[src/rtl/bcd_down_counter_if.sv]
// bcd_down_counter_if: control/data bundle of the BCD down counter; master drives load/en/d, slave returns q/zero/borrow
interface bcd_down_counter_if #(parameter int DIGITS = 2);
  logic load;
  logic en;
  logic [4*DIGITS-1:0] d;
  logic [4*DIGITS-1:0] q;
  logic zero;
  logic borrow;
  modport master(output load, en, d, input q, zero, borrow);
  modport slave(input load, en, d, output q, zero, borrow);
endinterface

[src/rtl/bcd_down_counter.sv]
// bcd_down_counter: presettable DIGITS-digit BCD down counter; ports clk, reset (sync active-low), bus (load/en/d in, q/zero/borrow out); BCD_DOWN_COUNTER_AUTO_RELOAD_EN wraps to last load instead of all nines
module bcd_down_counter #(
  parameter int DIGITS = 2
) (
  input  logic clk,
  input  logic reset,
  bcd_down_counter_if.slave bus
);
  localparam int W = 4 * DIGITS;
  logic [W-1:0] q_r;
  logic [W-1:0] san;
  logic [W-1:0] dec;
  logic [W-1:0] wrap;
  logic [DIGITS-1:0] lz;
  logic borrow_r;
  logic zero;
  assign zero = ~|q_r;
  for (genvar i = 0; i < DIGITS; i++) begin : g_digit
    assign san[4*i+:4] = bus.d[4*i+:4] > 4'd9 ? 4'd9 : bus.d[4*i+:4];
    assign lz[i] = ~|(q_r & ((W'(1) << (4 * i)) - W'(1)));
    assign dec[4*i+:4] = lz[i] ? (q_r[4*i+:4] == 4'd0 ? 4'd9 : q_r[4*i+:4] - 4'd1) : q_r[4*i+:4];
  end
`ifdef BCD_DOWN_COUNTER_AUTO_RELOAD_EN
  logic [W-1:0] rld;
  always_ff @(posedge clk)
    if (!reset) rld <= '0;
    else if (bus.load) rld <= san;
  assign wrap = rld;
`else
  assign wrap = {DIGITS{4'd9}};
`endif
  always_ff @(posedge clk) begin
    if (!reset) begin
      q_r <= '0;
      borrow_r <= 1'b0;
    end else if (bus.load) begin
      q_r <= san;
      borrow_r <= 1'b0;
    end else if (bus.en) begin
      q_r <= zero ? wrap : dec;
      borrow_r <= zero;
    end else begin
      borrow_r <= 1'b0;
    end
  end
  assign bus.q = q_r;
  assign bus.zero = zero;
  assign bus.borrow = borrow_r;
endmodule
[src/flat_wrapper.sv]
// flat-port wrapper written by rule: the top's interface ports become plain ports
module bcd_down_counter_flat 
#(
  parameter int DIGITS = 2
)
  (clk, reset, bus_load, bus_en, bus_d, bus_q, bus_zero, bus_borrow);
  bcd_down_counter_if #(.DIGITS(DIGITS)) bus_i ();
  input  logic clk;
  input  logic reset;
  input wire logic [$bits(bus_i.load)-1:0] bus_load;
  input wire logic [$bits(bus_i.en)-1:0] bus_en;
  input wire logic [$bits(bus_i.d)-1:0] bus_d;
  output wire logic [$bits(bus_i.q)-1:0] bus_q;
  output wire logic [$bits(bus_i.zero)-1:0] bus_zero;
  output wire logic [$bits(bus_i.borrow)-1:0] bus_borrow;
  assign bus_i.load = bus_load;
  assign bus_i.en = bus_en;
  assign bus_i.d = bus_d;
  assign bus_q = bus_i.q;
  assign bus_zero = bus_i.zero;
  assign bus_borrow = bus_i.borrow;
  bcd_down_counter #(.DIGITS(DIGITS)) u_core (.clk(clk), .reset(reset), .bus(bus_i));
endmodule
[config.mk]
export PLATFORM = sky130hd
export DESIGN_NAME = bcd_down_counter_flat
export DESIGN_NICKNAME = d
export VERILOG_FILES = /design/src/rtl/bcd_down_counter_if.sv /design/src/rtl/bcd_down_counter.sv /design/src/flat_wrapper.sv
export SDC_FILE = /design/constraint.sdc
export NUM_CORES = 1
export LEC_CHECK = 0
export ABC_AREA = 1
export BUFFER_PORTS_ARGS = -buffer_cell sky130_fd_sc_hd__buf_2
export CORE_UTILIZATION = 30
export DETAILED_ROUTE_END_ITERATION = 8
export GPL_TIMING_DRIVEN = 0
export PLACE_DENSITY = 0.57
export SYNTH_ARGS = -nofsm -noshare
export SYNTH_HDL_FRONTEND = slang
export SYNTH_SLANG_ARGS = --single-unit
[constraint.sdc]
create_clock -name clk -period 2.95 [get_ports clk]
set_input_delay 0.1475 -clock clk [delete_from_list [all_inputs] [get_ports clk]]
set_output_delay 0.1475 -clock clk [all_outputs]
set_load 0.02 [all_outputs]
# ---- Word level (Yosys, flattened, before mapping)
# Index checks and enable logic that the tools add are counted.
# W data, S select, Z words.
dict set report op_classes {
  add_sub_neg 2
  magnitude_cmp 2
  eq_ne 1
  n_mux 8
  bitwise 2
  reduce_logical 8
}
# operator count
set ops {}
lappend ops {{$mux W8} 3}
lappend ops {{$mux W4} 5}
lappend ops {{$gt A4 B4 Y1 const B} 2}
lappend ops {{$logic_not A4 Y1} 2}
lappend ops {{$reduce_or A8 Y1} 1}
lappend ops {{$sub A4 B1 Y4 const B} 2}
lappend ops {{$reduce_or A4 Y1} 1}
lappend ops {{$ne A3 B3 Y1 const B} 1}
lappend ops {{$reduce_or A3 Y1} 1}
lappend ops {{$not A1 Y1} 2}
lappend ops {{$reduce_and A2 Y1} 1}
lappend ops {{$reduce_bool A2 Y1} 1}
lappend ops {{$logic_not A1 Y1} 1}
dict set report totals {
  reg_bits 9
  input_bits 12
  out_inout_bits 10
  word_cells 26
}

# ---- Longest topological paths before layout
# Gate-level depths: netlist of the first run.
dict set report logic_depth {
  depth_word 6
  depth_mapped 8
}

# ---- Least setup slack after synthesis of the first run
# No wires, ideal clock.
dict set report synth_timing {
  path_type {register to register}
  from {reg u_core.q_r[0], in the netlist u_core.bus.q[0]}
  to {reg u_core.q_r[6], in the netlist u_core.bus.q[6]}
  arrival_ns 1.255
  required_time_ns 2.834
  path_slack_ns 1.579
  path_stages_with_launch 9
  period_less_slack_ns 1.371
  path_cell_list {dfxtp_1 inv_1 ha_1 nand2_1 nand2_2 nand2_4 inv_2 o21ai_0 nor2_1}
}
dict set report synth_between {
  elab_chain_cells 4
  word_cells_on_any_way 7
}
# element line
set synth_rtl {}
lappend synth_rtl {{start, declared} bcd_down_counter.sv:10} ;# logic [W-1:0] q_r;
lappend synth_rtl {{start signal, assigned} bcd_down_counter.sv:37} ;# q_r <= san;
lappend synth_rtl {{start signal, assigned} bcd_down_counter.sv:40} ;# q_r <= zero ? wrap : dec;
lappend synth_rtl {{$reduce_or A8 Y1} bcd_down_counter.sv:17} ;# assign zero = ~|q_r;
lappend synth_rtl {{$mux W8} bcd_down_counter.sv:40}
lappend synth_rtl {{$mux W8} bcd_down_counter.sv:39} ;# end else if (bus.en) begin
lappend synth_rtl {{$mux W8} bcd_down_counter.sv:36} ;# end else if (bus.load) begin
# Parallel ways exist; a longest one is shown, timed or not. The select of a mux whose other input is x is not followed.
# A chain may end at the register's enable or synchronous reset.

# ---- Worst setup path after layout of the first run
dict set report layout_timing {
  from {reg u_core.q_r[4], in the netlist u_core.bus.q[4]}
  to {out bus_zero}
}
dict set report layout_between {
  elab_chain_cells 2
}
# element line
set layout_rtl {}
lappend layout_rtl {{$reduce_or A8 Y1} bcd_down_counter.sv:17}
lappend layout_rtl {{$logic_not A1 Y1} bcd_down_counter.sv:17}
lappend layout_rtl {{end, declared} flat_wrapper.sv:14} ;# output wire logic [$bits(bus_i.zero)-1:0] bus_zero;
# Every way passes these cells.

==> results.sh, run 1 <==
export IMPL_tightest_slew_ns=0.196
export IMPL_yosysMostFrequentCell="nand2_1"
export IMPL_avgSynthCellArea_um2=6.58
export IMPL_vdd_drop_max_mv=0.215
export IMPL_dieWidth_um=46.2
export IMPL_cts_tree="yes"
export IMPL_synthTopCellsByArea="dfxtp_1 31%, nand2_1 12%, o21ai_0 9.4%, inv_1 8.3%, ha_1 6.4%"
export IMPL_clk_transition_reported_paths_ns=0.08
export IMPL_clk_latency_ns=0.28
export IMPL_io_pin_count=22
export IMPL_min_from="reset"
export IMPL_crit_type="flop to output port"
export IMPL_overflow=0
export IMPL_die_area_mm2=0.00213
export IMPL_skew_ns=0.0103
export IMPL_wire_per_inst_um=9.82
export IMPL_grtUsageTotal_pct=14.8
export IMPL_cts_resized=0
export IMPL_drt_pre_antenna_iters=5
export IMPL_r2r_start="u_core.bus.q[0]"
export IMPL_grt_use_met2_pct=21.7
export IMPL_netlist_instances=89
export IMPL_drv_cap=0
export IMPL_num_vias=642
export IMPL_rsz0062_at_grt="no"
export IMPL_grt_start_max_net_pins=9
export IMPL_wirelength_mm=1.37
export IMPL_core_mm2=0.00178
export IMPL_seq_area_frac_synth_pct=30.8
export IMPL_relSlewSlack_pct=86.8
export IMPL_synth_top_area_share_pct=30.8
export IMPL_htree_levels=1
export IMPL_power_density_mw_per_mm2=514
export IMPL_synth_common_cells="19 x nand2_1, 13 x inv_1, 11 x o21ai_0"
export IMPL_antennaDiodeCount=0
export IMPL_yosys_area_top_type="dfxtp_1"
export IMPL_hold_viol_final=0
export IMPL_initial_core_util_pct=32.8
export IMPL_hold_ws_ns=0.159
export IMPL_use_met1_pct=19.3
export IMPL_synth_cell_area_um2=586
export IMPL_synth_flop_cell="dfxtp_1"
export IMPL_p_leak_nw=0.389
export IMPL_worstPathRequired_ns=2.80
export IMPL_start_kind="flop"
export IMPL_cp_max_fo=5
export IMPL_antenna_left=0
export IMPL_fp_dieH_um=46.2
export IMPL_status="complete, no violations"
export IMPL_grt_pass1_wl_mm=2.22
export IMPL_clockBufferDepth=2
export IMPL_via_per_inst=4.62
export IMPL_drive_above_1_share_pct=28.1
export IMPL_drv_slew=0
export IMPL_drtIter0Drc=7
export IMPL_grt_pass1_vias=534
export IMPL_postCtsSetupRepairBufs=0
export IMPL_routabilityCongestion=0.713
export IMPL_port_buffers=21
export IMPL_synth_distinct_cells=19
export IMPL_synthToLayoutAreaGrowth_pct=27.8
export IMPL_synth_edf_count=0
export IMPL_cp_end_kind="output port"
export IMPL_fin_crit_ns=1.46
export IMPL_fin_crit_sh_pct=49.4
export IMPL_critPathLaunch="u_core.bus.q[4]"
export IMPL_crit_arrival_ns=1.31
export IMPL_antenna_found_initial=0
export IMPL_fin_nets=130
export IMPL_drc=0
export IMPL_setup_violations_final=0
export IMPL_numCtsBuffers=3
export IMPL_min_path_type="primary input to flop"
export IMPL_synth_warnings=0
export IMPL_syn_nets=104
export IMPL_use_met3_pct=2.35
export IMPL_tns_ns=0
export IMPL_rows=15
export IMPL_clockRootBuffer="clkbuf_4"
export IMPL_dp_hpwl_mm=1.02
export IMPL_synth_seq_cells=9
export IMPL_async_reset_ff_share_pct=0
export IMPL_cts_sinks=9
export IMPL_busiest_layer="met2"
export IMPL_cts_hold_buf=0
export IMPL_fmax_ghz=0.686
[layout make-up]
class / count / area, um2
clock buffers: 4 / 26.3
fillers: 179 / 1030
inverters: 15 / 56.3
multi-input cells: 65 / 349
flip-flops and latches: 9 / 180
well taps: 25 / 31.3
repair buffers: 21 / 105
[report_power, final]
part	switching (W)	internal (W)	total, W
registers	0.0000119	0.000134	0.000146
logic	0.0000832	0.0000492	0.000132
clock network	0.0000540	0.0000524	0.000106
[stage by stage]
stage	cell area [um2]	setup WS [ns]	std cells	power [W]	util, %
after floorplan	586	1.58	89	0.000242	-
after global placement	722	1.64	135	0.000280	40.5
after detailed placement	722	1.63	135	0.000280	40.5
after CTS	748	1.49	139	0.000385	42.0
after global routing	748	1.37	139	0.000412	42.0
final	748	1.49	139	0.000385	42.0
[critical path, stage by stage (launching register included)]
cell and delay [ns]:
dfxtp_1 0.31, inv_1 0.12, ha_1 0.21, nand3_1 0.12, nor2_1 0.10, buf_2 0.17
[placed cells by master (no fill, tap or decap), drive strengths merged, types with 3 or more instances in the layout]
master  synthesis  final
nand2          22     22
buf             0     21
inv            15     15
o21ai          11     11
nor2           11     11
dfxtp           9      9
nand3           5      5
a21oi           5      5
clkbuf          0      4
ha              3      3
[layer usage]
metal | wire length [um] | vias up
met5 | 0 | -
met4 | 29 | 0
met3 | 55 | 4
met2 | 589 | 16
met1 | 690 | 282
li1 | - | 340
[state kept, by name (all words and copies together) (netlist names)]
signal             count
u_core.bus.borrow      1
u_core.bus.q           8
[path summary, 6_finish.rpt]
path	to	slack (ns)	depth (start not counted)
setup / recovery	bus_zero	1.49	5
hold / removal	u_core.bus.q[4]	0.16	3
setup reg to reg	u_core.bus.q[5]	1.63	8
hold reg to reg	u_core.bus.q[7]	0.53	2
[cells by family (layout without fill, tap and decap cells)]
family          Yosys count  in the layout  synth area share [%]
fa+ha+maj                 3              3                  6.41
flops                     9              9                  30.8
xor+xnor                  2              2                  2.99
simple gates             41             41                  32.5
compound gates           19             19                  17.7
buf+inv                  15             40                  9.62
Power figures use the tool's default switching activity.
==> inputs of run 2 (changes only) <==
Settings changed: ABC_AREA 1 to 0, PLACE_DENSITY 0.57 to 0.59.
Clock period 2.95 ns to 1.25 ns, I/O delays scaled along.
==> run 2 against run 1 <==
- the run now ends with setup timing left
- global-route usage up 2.7 points
- register-to-register slack worse by 1.8 ns
- first-iteration DRC count up 130%
- die area up 1.2%
- final area up 28%
- utilization up 12 points
- clock power up 120%
- worst setup slack worse by 1.6 ns
- count of clock-buffer cells in the layout unchanged
- via count up 7.5%
- largest power group is now combinational logic
==> results.sh, run 2 <==
export IMPL_status="finished, violations left"
export IMPL_violations="setup timing"
export IMPL_drc=0
export IMPL_synth_edf_count=0
export IMPL_clockRootBuffer="clkbuf_4"
export IMPL_drive_above_1_share_pct=52.7
export IMPL_fin_cells=137
export IMPL_yosysMostFrequentCell="o21ai_0"
export IMPL_drv_cap=0
export IMPL_placed_area_um2=767
export IMPL_synth_top_area_share_pct=30.4
export IMPL_pwr_share_comb_pct=41.7
export IMPL_cts_hold_buf=0
export IMPL_skew_ns=0.00178
export IMPL_clockBufferDepth=2
export IMPL_overflow=0
export IMPL_synth_cell_area_um2=593
export IMPL_synth_seq_cells=9
export IMPL_wirelength_mm=1.68
export IMPL_cts_sinks=9
export IMPL_wire_per_inst_um=12.3
export IMPL_antennaDiodeCount=0
export IMPL_hold_viol_final=0
export IMPL_synthToLayoutAreaGrowth_pct=61.0
export IMPL_seqCellArea_um2=195
export IMPL_cp_max_fo=4
export IMPL_core_mm2=0.00178
export IMPL_setup_violations_final=9
export IMPL_avgSynthCellArea_um2=7.70
export IMPL_yosys_area_top_type="dfxtp_1"
export IMPL_drt_pre_antenna_iters=4
export IMPL_synthTopCellsByArea="dfxtp_1 30%, o21ai_0 10%, ha_1 6.3%, a21oi_1 5.1%, inv_1 4.4%"
export IMPL_dieWidth_um=46.5
export IMPL_crit_type="flop to flop"
export IMPL_clk_transition_reported_paths_ns=0.06
export IMPL_grt_pass1_wl_mm=2.59
export IMPL_relSlewSlack_pct=74.9
export IMPL_synth_flop_cell="dfxtp_1"
export IMPL_cts_tree="yes"
export IMPL_p_leak_nw=0.415
export IMPL_rows=15
export IMPL_p_int_w=0.000660
export IMPL_power_density_mw_per_mm2=1060
export IMPL_switching_power_w=0.000353
export IMPL_nFillCells=168
export IMPL_clk_latency_ns=0.27
export IMPL_grtUsageTotal_pct=17.5
export IMPL_async_reset_ff_share_pct=0
export IMPL_netlist_instances=77
export IMPL_grt_pass1_vias=550
export IMPL_io_pin_count=22
export IMPL_place_ws_ns=-0.0517
export IMPL_routabilityCongestion=0.784
export IMPL_fmax_ghz=0.716
export IMPL_synth_warnings=0
export IMPL_crit_arrival_ns=1.59
export IMPL_synth_common_cells="12 x o21ai_0, 9 x dfxtp_1, 7 x inv_1"
export IMPL_final_common_cell="buf_2"
export IMPL_rsz0062_at_grt="yes"
export IMPL_numCtsBuffers=3
export IMPL_dp_cells=122
export IMPL_worstPathRequired_ns=1.44
export IMPL_fin_crit_ns=1.40
export IMPL_timing_final_ws_setup_ns=-0.147
export IMPL_swShare_pct=34.9
export IMPL_largest_reg_flops=8
export IMPL_vdd_drop_max_mv=0.446
export IMPL_grt_start_max_net_pins=11
export IMPL_initial_core_util_pct=33.3
export IMPL_design_area_um2=955
export IMPL_seq_area_frac_synth_pct=30.4
export IMPL_multi_input_area_um2=455
export IMPL_num_vias=690
export IMPL_final_cell_mix="20 x buf_2, 9 x o21ai_0, 8 x buf_4"
export IMPL_fin_crit_sh_pct=112
export IMPL_sequentialPowerShare_pct=35.1
export IMPL_die_area_mm2=0.00216
export IMPL_tns_ns=-0.562
export IMPL_min_path_type="primary input to flop"
export IMPL_antenna_found_initial=0
export IMPL_pwr_share_clk_pct=23.1
export IMPL_dp_hpwl_mm=1.09
export IMPL_antenna_left=0
export IMPL_tightest_slew_ns=0.377
export IMPL_syn_nets=92
export IMPL_start_kind="flop"
export IMPL_cp_end_kind="flop"
export IMPL_via_per_inst=5.04
export IMPL_htree_levels=1
export IMPL_synth_distinct_cells=32
export IMPL_fp_dieH_um=46.5
export IMPL_port_buffers=20
export IMPL_drv_slew=0
export IMPL_fin_nets=128
export IMPL_drtIter0Drc=16
## run 2: metal layers
| layer | GRT usage [%] | share of wire (%) | vias up |
|---|---|---|---|
| met5 | 0 | 0 | - |
| met1 | 24.0 | 45 | 312 |
| li1 | - | - | 354 |
| met2 | 24.2 | 49 | 19 |
| met3 | 5.10 | 4.7 | 5 |
| met4 | 8.82 | 1.5 | 0 |
## run 2: path summary, 6_finish.rpt
check                           slack, ns            start              end  depth (start not counted)
worst max-delay path                -0.15  u_core.bus.q[0]  u_core.bus.q[1]                          6
worst min-delay path                 0.03         bus_d[2]  u_core.bus.q[2]                          3
worst max register to register      -0.15  u_core.bus.q[0]  u_core.bus.q[1]                          6
worst min register to register       0.64  u_core.bus.q[5]  u_core.bus.q[5]                          3
## run 2: worst max-delay path: stages, from the launching register on
cell,delay (ns)
dfxtp_4,0.37
inv_4,0.04
ha_4,0.16
nor3b_4,0.15
buf_6,0.12
or3_1,0.31
a31oi_1,0.17
## run 2: logic make-up after synthesis
group	share of synthesized area (%)
AND/OR/NAND/NOR	29.5
AO/OA/AOI/OAI	27.2
adder cells (fa/ha/maj)	6.33
buffers and inverters	6.54
flip-flops	30.4
## run 2: what timing repair did
action                     in CTS  in global routing
gates cloned                    0                  0
setup endpoints to repair       9                  9
pin swaps                       2                 11
gates resized for setup         8                 12
buffers inserted                7                  5
## run 2: final cells by class
cell class | count | share of cell area (%)
repair buffers | 31 | 21.0
multi-input cells | 58 | 47.7
plain buffers | 2 | 0.917
clock buffers | 4 | 2.75
well taps | 25 | 3.28
flip-flops and latches | 9 | 20.4
inverters | 8 | 3.93
## run 2: power by group through the flow
stage / clock [W] / combinational [W] / sequential (W)
5_1_grt: 0.000265 / 0.000465 / 0.000358
3_5_place_dp: 0 / 0.000275 / 0.000364
2_1_floorplan: 0 / 0.000162 / 0.000391
6_report: 0.000235 / 0.000423 / 0.000356
4_1_cts: 0.000244 / 0.000358 / 0.000351
3_3_place_gp: 0 / 0.000274 / 0.000363
## run 2: through the flow
stage	power (W)	hold slack [ns]	util [%]
finish	0.00101	0.0326	53.5
global route	0.00109	0.0415	53.5
CTS	0.000953	0.0251	49.1
detailed placement	0.000639	0.311	43.0
global placement	0.000637	0.317	43.0
floorplan	0.000552	0.189	-
==> inputs of run 3 (changes only) <==
==> constraint.sdc (replaced) <==
create_clock -name clk -period 1.25 [get_ports clk]
set_input_delay 0.125 -clock clk [delete_from_list [all_inputs] [get_ports clk]]
set_output_delay 0.125 -clock clk [all_outputs]
set_load 0.02 [all_outputs]
==> run 3 against run 2 <==
- register-to-register slack about the same
- routed wire length down 4.8%
- critical endpoint is now bus_zero
- the run still ends with setup timing left
- sequential cell count unchanged
- die area unchanged
- non-clock buffer count down 1
- global-route usage up 0.080 points
- worst hold slack better by 0.065 ns
- total power down 1.5%
- critical path type is now flop to output port
==> results.sh, run 3 (synthesis results as in run 2) <==
export IMPL_overflow=0
export IMPL_pwr_share_clk_pct=23.6
export IMPL_final_common_cell="buf_2"
export IMPL_final_cell_mix="20 x buf_2, 10 x o21ai_0, 9 x buf_4"
export IMPL_drt_pre_antenna_iters=4
export IMPL_cp_max_fo=2
export IMPL_r2r_end="u_core.bus.q[1]"
export IMPL_grt_pass1_vias=567
export IMPL_rows=15
export IMPL_initial_core_util_pct=33.3
export IMPL_tightest_slew_ns=0.387
export IMPL_routabilityCongestion=0.784
export IMPL_cts_hold_buf=0
export IMPL_grtUsageTotal_pct=17.5
export IMPL_swShare_pct=35.1
export IMPL_min_path_cells=3
export IMPL_p_total_w=0.000998
export IMPL_crit_type="flop to output port"
export IMPL_wirelength_mm=1.60
export IMPL_min_to="u_core.bus.q[2]"
export IMPL_grt_start_max_net_pins=11
export IMPL_clockRootBuffer="clkbuf_4"
export IMPL_relSlewSlack_pct=74.2
export IMPL_nFillCells=163
export IMPL_p_int_w=0.000648
export IMPL_drc=0
export IMPL_drtIter0Drc=8
export IMPL_antenna_found_initial=0
export IMPL_drv_cap=0
export IMPL_port_buffers=20
export IMPL_rsz0062_at_grt="yes"
export IMPL_power_density_mw_per_mm2=1070
export IMPL_violations="setup timing"
export IMPL_p_leak_nw=0.408
export IMPL_r2r_start="u_core.bus.q[0]"
export IMPL_antenna_left=0
export IMPL_core_mm2=0.00178
export IMPL_min_path_type="primary input to flop"
export IMPL_timing_final_ws_setup_ns=-0.144
export IMPL_ff2ff_path_depth=6
export IMPL_status="finished, violations left"
export IMPL_die_area_mm2=0.00216
export IMPL_wire_per_inst_um=11.8
export IMPL_cts_sinks=9
export IMPL_setup_violations_final=7
export IMPL_place_ws_ns=-0.0517
export IMPL_dp_hpwl_mm=1.09
export IMPL_critPathMaxStageDelay_ns=0.36
export IMPL_worstPathRequired_ns=1.12
export IMPL_drv_slew=0
export IMPL_numCtsBuffers=3
export IMPL_fin_nets=127
export IMPL_min_from="bus_d[2]"
export IMPL_hold_viol_final=0
export IMPL_switching_power_w=0.000350
export IMPL_fin_crit_sh_pct=112
export IMPL_htree_levels=1
export IMPL_via_per_inst=4.99
export IMPL_critical_path_cell_chain="inv_4 -> ha_4 -> nor3b_4 -> and2_4 -> buf_6"
export IMPL_skew_ns=0.00137
export IMPL_cpMaxStageDelayCell="dfxtp_4"
export IMPL_clk_latency_ns=0.27
export IMPL_dieWidth_um=46.5
export IMPL_cts_tree="yes"
export IMPL_drive_above_1_share_pct=51.4
export IMPL_num_vias=679
export IMPL_pwr_share_comb_pct=40.8
export IMPL_fin_crit_ns=1.39
export IMPL_fp_dieH_um=46.5
export IMPL_grt_pass1_wl_mm=2.61
export IMPL_rrSetupSlack_ns=-0.14
export IMPL_synthToLayoutAreaGrowth_pct=58.0
export IMPL_antennaDiodeCount=0
export IMPL_crit_arrival_ns=1.27
export IMPL_largest_reg_flops=8
export IMPL_vdd_drop_max_mv=0.406
export IMPL_clockBufferDepth=2
export IMPL_fmax_ghz=0.717
export IMPL_io_pin_count=22
export IMPL_clk_transition_reported_paths_ns=0.06
export IMPL_start_kind="flop"
export IMPL_sequentialPowerShare_pct=35.6
export IMPL_cp_end_kind="output port"
run 3: cell types whose count changed in the layout (fill, tap and decap cells not counted), sizes merged:
cell,previous run,this run
buf,32,31
run 3: worst max-delay path, delay by kind of cell (launching register included):
kind	cells	cell delay (ns)
adder cells (fa/ha/maj)	1	0.12
AND/OR/NAND/NOR	2	0.35
flip-flops	1	0.36
buffers and inverters	2	0.17
run 3: timing repair:
action	CTS	global route
resized for setup	10	6
setup endpoints to repair	9	8
buffers inserted	7	4
pin swaps	4	8
run 3: how the worst max path moves through the flow:
stage,startpoint,to,slack (ns),depth (start not counted)
global placement,u_core.bus.q[0],u_core.bus.q[1],-0.06,5
floorplan,u_core.bus.q[0],u_core.bus.q[6],-0.02,5
global route,u_core.bus.q[4],bus_zero,-0.22,5
finish,u_core.bus.q[0],bus_zero,-0.14,5
detailed placement,u_core.bus.q[0],u_core.bus.q[1],-0.05,5
CTS,u_core.bus.q[0],bus_zero,-0.15,5
run 3: power groups by stage:
stage	Clock, W	Combinational [W]	Sequential (W)
2_1_floorplan	0	0.000162	0.000391
3_3_place_gp	0	0.000274	0.000363
3_5_place_dp	0	0.000275	0.000364
4_1_cts	0.000244	0.000360	0.000352
5_1_grt	0.000265	0.000449	0.000358
6_report	0.000235	0.000408	0.000355
run 3: stage by stage:
stage	hold slack (ns)	area [um2]	util [%]	TNS, ns	cells
floorplan	0.252	636	-	-0.0531	77
global placement	0.379	767	43.0	-0.206	122
detailed placement	0.374	767	43.0	-0.223	122
CTS	0.0876	880	49.3	-0.665	133
global route	0.107	937	52.6	-1.02	136
finish	0.0975	937	52.6	-0.514	136
run 3: final cells by class:
| class | count | area [um2] | share of cell area, % |
|---|---|---|---|
| multi-input cells | 58 | 453 | 48.3 |
| repair buffers | 30 | 185 | 19.8 |
| well taps | 25 | 31.3 | 3.34 |
| clock buffers | 4 | 26.3 | 2.80 |
| plain buffers | 2 | 8.76 | 0.935 |
| inverters | 8 | 37.5 | 4.01 |
| flip-flops and latches | 9 | 195 | 20.8 |
run 3: per-layer routing:
metal | vias up | global-route usage (%) | part of all wire (%)
li1 | 351 | - | -
met1 | 299 | 23.3 | 45
met2 | 25 | 25.3 | 47
met3 | 4 | 5.10 | 6.1
met4 | 0 | 8.82 | 1.3
met5 | - | 0 | 0
